### src/rtl/lc3_pkg.sv
// Shared LC-3 definitions: writeback source encodings, condition-code values
// and the default datapath width.
package lc3_pkg;

    localparam int LC3_DATA_W = 16;

    typedef enum logic [1:0] {
        WB_ALU  = 2'd0,
        WB_MEM  = 2'd1,
        WB_PC   = 2'd2,
        WB_NONE = 2'd3
    } wb_sel_e;

    localparam logic [2:0] NZP_N = 3'b100;
    localparam logic [2:0] NZP_Z = 3'b010;
    localparam logic [2:0] NZP_P = 3'b001;

endpackage

### src/rtl/reg_file.sv
// Architectural register array: one write port, two combinational read ports
// that forward the in-flight write data, asynchronous active-low clear.
module reg_file
    import lc3_pkg::*;
#(
    parameter int DATA_W = LC3_DATA_W,
    parameter int NREG   = 8
) (
    input  logic                    clock,
    input  logic                    reset,
    input  logic                    we,
    input  logic [$clog2(NREG)-1:0] waddr,
    input  logic [DATA_W-1:0]       wdata,
    input  logic [$clog2(NREG)-1:0] raddr1,
    input  logic [$clog2(NREG)-1:0] raddr2,
    output logic [DATA_W-1:0]       rdata1,
    output logic [DATA_W-1:0]       rdata2
);

    logic [DATA_W-1:0] regs [NREG];

    always_ff @(posedge clock or negedge reset) begin
        if (!reset) begin
            for (int i = 0; i < NREG; i++) begin
                regs[i] <= '0;
            end
        end else if (we) begin
            regs[waddr] <= wdata;
        end
    end

    // A read of the register being written this cycle sees the new value.
    always_comb begin
        rdata1 = regs[raddr1];
        rdata2 = regs[raddr2];
        if (we && (raddr1 == waddr)) begin
            rdata1 = wdata;
        end
        if (we && (raddr2 == waddr)) begin
            rdata2 = wdata;
        end
    end

endmodule

### src/rtl/writeback_regfile.sv
// LC-3 writeback stage: selects the result to retire, writes the register
// file and tracks the N/Z/P condition codes.
module writeback_regfile
    import lc3_pkg::*;
#(
    parameter int DATA_W = LC3_DATA_W,
    parameter int NREG   = 8
) (
    input  logic                    clock,
    input  logic                    reset,
    input  logic                    enable_writeback,
    input  logic [1:0]              W_Control,
    input  logic [DATA_W-1:0]       aluout,
    input  logic [DATA_W-1:0]       memout,
    input  logic [DATA_W-1:0]       pcout,
    input  logic [$clog2(NREG)-1:0] dr,
    input  logic [$clog2(NREG)-1:0] sr1,
    input  logic [$clog2(NREG)-1:0] sr2,
    output logic [DATA_W-1:0]       VSR1,
    output logic [DATA_W-1:0]       VSR2,
    output logic [2:0]              psr
);

    logic [DATA_W-1:0] wb_data;
    logic              we;

    always_comb begin
        wb_data = '0;
        case (W_Control)
            WB_ALU:  wb_data = aluout;
            WB_MEM:  wb_data = memout;
            WB_PC:   wb_data = pcout;
            default: wb_data = '0;
        endcase
    end

    // Stores and branches use WB_NONE, which blocks both the write and the CC update.
    assign we = enable_writeback && (W_Control != WB_NONE);

    always_ff @(posedge clock or negedge reset) begin
        if (!reset) begin
            psr <= 3'b000;
        end else if (we) begin
            if (wb_data[DATA_W-1]) begin
                psr <= NZP_N;
            end else if (wb_data == '0) begin
                psr <= NZP_Z;
            end else begin
                psr <= NZP_P;
            end
        end
    end

    reg_file #(
        .DATA_W (DATA_W),
        .NREG   (NREG)
    ) u_reg_file (
        .clock  (clock),
        .reset  (reset),
        .we     (we),
        .waddr  (dr),
        .wdata  (wb_data),
        .raddr1 (sr1),
        .raddr2 (sr2),
        .rdata1 (VSR1),
        .rdata2 (VSR2)
    );

endmodule

### config.mk
export PLATFORM = sky130hd
export DESIGN_NAME = writeback_regfile
export DESIGN_NICKNAME = d
export VERILOG_FILES = /design/src/rtl/lc3_pkg.sv /design/src/rtl/reg_file.sv /design/src/rtl/writeback_regfile.sv
export SDC_FILE = /design/constraint.sdc
export NUM_CORES = 1
export LEC_CHECK = 0
export CORE_ASPECT_RATIO = 0.7
export CORE_MARGIN = 8
export CORE_UTILIZATION = 55
export CTS_CLUSTER_DIAMETER = 30
export CTS_CLUSTER_SIZE = 40
export DETAILED_ROUTE_END_ITERATION = 10
export GPL_TIMING_DRIVEN = 1
export MAX_ROUTING_LAYER = met4
export PLACE_DENSITY = 0.81
export SETUP_SLACK_MARGIN = 0.1
export SLEW_MARGIN = 20
export SYNTH_ARGS = -nofsm -noshare
export SYNTH_HDL_FRONTEND = slang
export SYNTH_SLANG_ARGS = --single-unit
### constraint.sdc
create_clock -name clock -period 2.1 [get_ports clock]
set_input_delay 0.21 -clock clock [delete_from_list [all_inputs] [get_ports clock]]
set_output_delay 0.21 -clock clock [all_outputs]
set_load 0.01 [all_outputs]
# Word-level counts from Yosys, hierarchy flattened

Cells that the tools add are included.

Register bits: 131
Bits of input ports: 62

Magnitude comparators: 4
Equality and inequality tests: 5
Muxes and demuxes: 14
Bitwise gates (word level): 3
Reduce and logical (&&, ||, !) cells: 6

Operators with widths:

| operator                                                              | number |
|---|---|
| 128-bit bitwise mux                                                   | 1 |
| 16-bit two-way mux                                                    | 7 |
| 16-bit binary-select mux with 3-bit select                            | 2 |
| 16-bit demux with 3-bit select                                        | 1 |
| 16-bit case mux with 3 select lines                                   | 1 |
| 16-bit logical NOT                                                    | 1 |
| 4-bit greater-or-equal comparator (second input constant)             | 3 |
| 3-bit NOT with 4-bit output                                           | 3 |
| 3-bit == test                                                         | 2 |
| 1-bit logical AND                                                     | 4 |
| 4-bit by 1-bit < comparator with 1-bit output (second input constant) | 1 |
| 3-bit two-way mux                                                     | 1 |
| 2-bit by 1-bit == test with 1-bit output (second input constant)      | 1 |
| 2-bit == test (second input constant)                                 | 1 |
| 2-bit logical NOT                                                     | 1 |
| 2-bit two-way mux                                                     | 1 |
| 2-bit != test (second input constant)                                 | 1 |

# Longest topological paths before layout

Word-level depth: 6
Depth in mapped cells: 8

# Cells and area by module

Synthesis repeated with hierarchy kept, for this count alone.

Cell total of the unflattened synthesis: 508
Area total of the unflattened synthesis: 8075.2 µm²

Modules (own cells, without submodules):

| module            | instances | cells each | area an instance (µm²) | seq. area each (µm²) |
|---|---|---|---|---|
| reg_file          | 1         | 452        | 7508.5                 | 3203.1 |
| writeback_regfile | 1         | 56         | 566.8                  | 75.1 |

# Least setup slack after synthesis

Ideal clock, no wire load.

Path kind: input port to output port
Start: in sr2[0]
End: out VSR2[15]
Arrival: 1.733 ns
Required time: 1.890 ns
Setup slack: 0.157 ns
Cell stages on the path: 6
Path buffers: 2
Cell sequence: clkbuf_1 -> buf_2 -> mux4_2 -> mux2_2 -> nand2_1 -> o21ai_1

Cells in the longest elaborated chain, start to end: 5

Ends and longest elaborated chain:

| element                                                | RTL line                | text |
|---|---|---|
| start: declaration                                     | writeback_regfile.sv:18 | `input logic [$clog2(NREG)-1:0] sr2,` |
| 3-bit NOT with 4-bit output (implied by the code)      | reg_file.sv:35          | `rdata2 = regs[raddr2];` |
| 16-bit binary-select mux with 3-bit select             | reg_file.sv:35          |  |
| 16-bit two-way mux (implied by the code) (2 in series) | reg_file.sv:35          |  |
| 16-bit two-way mux *                                   | reg_file.sv:39          | `if (we && (raddr2 == waddr)) begin` |
| end: declaration                                       | writeback_regfile.sv:20 | `output logic [DATA_W-1:0] VSR2,` |

Every way passes the cells marked *; elsewhere a longest branch is shown, timed or not. The select of a mux whose other input is x is not followed.

# Final worst setup path

Start: reg u_reg_file.regs[68] in the netlist's numbering
End: out VSR1[4]

Cells in the longest elaborated chain, start to end: 4

Ends and longest elaborated chain:

| element                                                | RTL line                | text |
|---|---|---|
| start: declaration                                     | reg_file.sv:20          | `logic [DATA_W-1:0] regs [NREG];` |
| start signal: indexed assignment                       | reg_file.sv:28          | `regs[waddr] <= wdata;` |
| 16-bit binary-select mux with 3-bit select             | reg_file.sv:34          | `rdata1 = regs[raddr1];` |
| 16-bit two-way mux (implied by the code) (2 in series) | reg_file.sv:34          |  |
| 16-bit two-way mux                                     | reg_file.sv:36          | `if (we && (raddr1 == waddr)) begin` |
| end: declaration                                       | writeback_regfile.sv:19 | `output logic [DATA_W-1:0] VSR1,` |

Every way passes these cells. The select of a mux whose other input is x is not followed.

==> reports/qor.yml <==
status: "finished, violations left"
violations: "negative setup slack"
via_count: 6847
hold_viol: 0
layout_min_cycle_time_ns: 2.13
max_stage_delay_ns: 0.53
postRouteAntennaNets: 0
ir_drop_mv: 0.558
die_w_um: 154
htreeDepth: 4
routabilityCongestion: 0.833
cp_top_family: "multiplexers"
synth_mux_area_frac: 0.266
fin_nets: 904
antenna_found_initial: 0
min_period_over_period: 1.01
cts_made_buffers: 17
die-area_um2: 17400
io_buffers: 96
drv_cap: 0
clock-root-buffer: "clkbuf_16"
postLayoutCellArea_um2: 10100
syn-cell-area_um2: 7370
drv_slew: 0
path_cells: "mux4_2 -> mux2_4 -> nand2_2 -> o21ai_2 -> buf_2"
clock.fmax_mhz: 470
synth_top_family_by_area: "multiplexers"
ys_ff_latch: 131
ys_async_sr_fraction: 1.00
synth_ff_type: "dfrtp_1"
n_antenna_cell: 0
grt_pass1_vias: 7237
ys_types: 30
pin_count: 97
grt_pass1_wl_mm: 39.8
p_leak_nw: 4.45
dr.pass1.iters: 8
rr_startpoint: "u_reg_file.regs[24]"
cts_sinks: 131
cts_tree: "built"
critPathKind: "flip-flop to primary output"
wirelength_mm: 25.8
cp_max_fo: 3
synthXorXnorAreaFrac: 0.00713
synth_top_area_frac: 0.445
yosysTopAreaCell: "dfrtp_1"
drt_iter0_markers: 887
ys_seq_area_frac: 0.445
relSlewSlack: 0.605
core_area_um2: 13100
die_y_um: 113
start_util: 0.561
cts_buffer_depth: 2
synth_compound_area_frac: 0.134
rows: 35
r2r_slack_ns: 1.24
synthTopCellsByArea: "dfrtp_1 (44%), mux4_2 (20%), o21ai_1 (6.5%)"
via_per_inst: 6.71
hpwl_mm: 16.1
grt_max_degree: 45
synthAdderAreaFrac: 0
crit_slowest_cell: "mux4_2"
synth_edf_count: 0
rr_worst_depth: 3
rsz0062_at_grt: "yes"
grt.total_usage: 0.307
cts.clk_slew.worst_paths_ns: 0.06
overflow: 0
worst_pin_slew_ns: 0.593
startpoint_type: "flip-flop"
crit_buf_inv: 1
reg2reg_to: "u_reg_file.regs[24]"
drt-wirelength-per-cell_um: 25.2
critPathRequiredTime_ns: 1.89
syn-num-nets: 749
syn_inst: 687
clk_latency_ns: 0.43
total_power_mw: 9.33
yosysWarnings: 0
setup_slack_ns: -0.0280
pre_cts_slack_ns: -0.541
cellPowerDensity_nw_per_um2: 923
placed_cell_area_um2: 9070
drive_above_1_share: 0.389
finalSetupViolCount: 6
synthSimpleGateAreaFrac: 0.101
syn_to_final_growth_pct: 37.2
drc: 0
arrival_ns: 1.92
hold_class: "input port to async pin"
critPathCaptureType: "primary output"
finClkSkew_ns: 0
syn_area_per_cell_um2: 10.7
-- per-layer routing --
| layer | wire [um] | track usage | vias to the layer above | part of all wire |
|---|---|---|---|---|
| li1 | - | - | 2808 | - |
| met1 | 9490 | 0.365 | 3393 | 0.37 |
| met2 | 12400 | 0.477 | 535 | 0.48 |
| met3 | 2790 | 0.0918 | 111 | 0.11 |
| met4 | 1040 | 0.144 | 0 | 0.040 |
| met5 | 0 | - | - | 0 |
-- through the flow --
stage / util / hold slack, ns / TNS (ns) / instances
floorplan: - / -0.0856 / 0 / 687
global placement: 0.691 / 0.228 / -13.39 / 955
detailed placement: 0.691 / 0.236 / -17.61 / 955
CTS: 0.754 / 0.350 / -0.00371 / 1008
global route: 0.769 / 0.398 / -0.612 / 1021
finish: 0.769 / 0.346 / -0.105 / 1021
-- cells in the final DEF, fill, tap and decap left out, types with 17 or more instances in the layout --
master	n
o21ai_1	82
dfrtp_1	131
mux2_4	32
nand2_1	77
clkbuf_16	17
buf_4	88
buf_12	21
nor2_1	65
buf_2	34
clkdlybuf4s50_1	56
nand2_2	20
a21oi_1	64
mux4_2	64
-- worst max-delay path by stage --
| stage | start | endpoint | slack, ns | depth (start not counted) |
|---|---|---|---|---|
| 5_1_grt | u_reg_file.regs[78] | VSR1[14] | -0.07 | 5 |
| 3_3_place_gp | W_Control[0] | VSR2[1] | -0.50 | 7 |
| 3_5_place_dp | W_Control[0] | VSR2[1] | -0.54 | 7 |
| 2_1_floorplan | sr2[0] | VSR2[15] | 0.16 | 6 |
| 6_report | u_reg_file.regs[68] | VSR1[4] | -0.03 | 5 |
| 4_1_cts | u_reg_file.regs[67] | VSR1[3] | -0.004 | 5 |
-- cells in the mapped netlist, drive strengths merged (6+ instances only) --
library cell,number
a2bb2oi,16
a21oi,64
clkbuf,60
nand2,98
xnor2,6
o21ai,96
nand4,7
nor2,66
mux2i,16
dfrtp,131
mux2,32
buf,16
mux4,64
-- final cells by class --
cell class                      count  area [um^2]
Multi-Input combinational cell    479         4070
Clock buffer                       18          429
Timing Repair Buffer              212         2010
Inverter                            1         3.75
Fill cell                         751         3030
Sequential cell                   131         3280
Clock inverter                     14          109
Tap cell                          166          208
-- report_power, final --
| part | switching (mW) | internal [mW] | leakage, nW |
|---|---|---|---|
| sequential | 0.483 | 3.08 | 1.60 |
| combinational | 1.37 | 1.67 | 2.59 |
| clock | 1.20 | 1.52 | 0.255 |
-- state kept, by name, indices dropped and copies added (netlist names) --
| signal | count |
|---|---|
| psr | 3 |
| u_reg_file.regs | 128 |
-- repair_timing --
item / in CTS / in global routing
endpoints found under the hold margin: 40 / 0
pin swaps: 21 / 7
setup buffers: 17 / 13
setup endpoints to repair: 34 / 33
hold buffers: 1 / 0
cloned: 3 / 0
resized for setup: 186 / 33
-- logic make-up (layout without fill, tap and decap cells) --
logic type,count (synthesis),in the layout
and+or+nand+nor,181,181
AOI/OAI and AO/OA,180,180
DFF,131,131
muxes,112,112
buffers and inverters,77,245
xor gates and xnor gates,6,6
No activity file was read; power rests on OpenSTA's default activity.
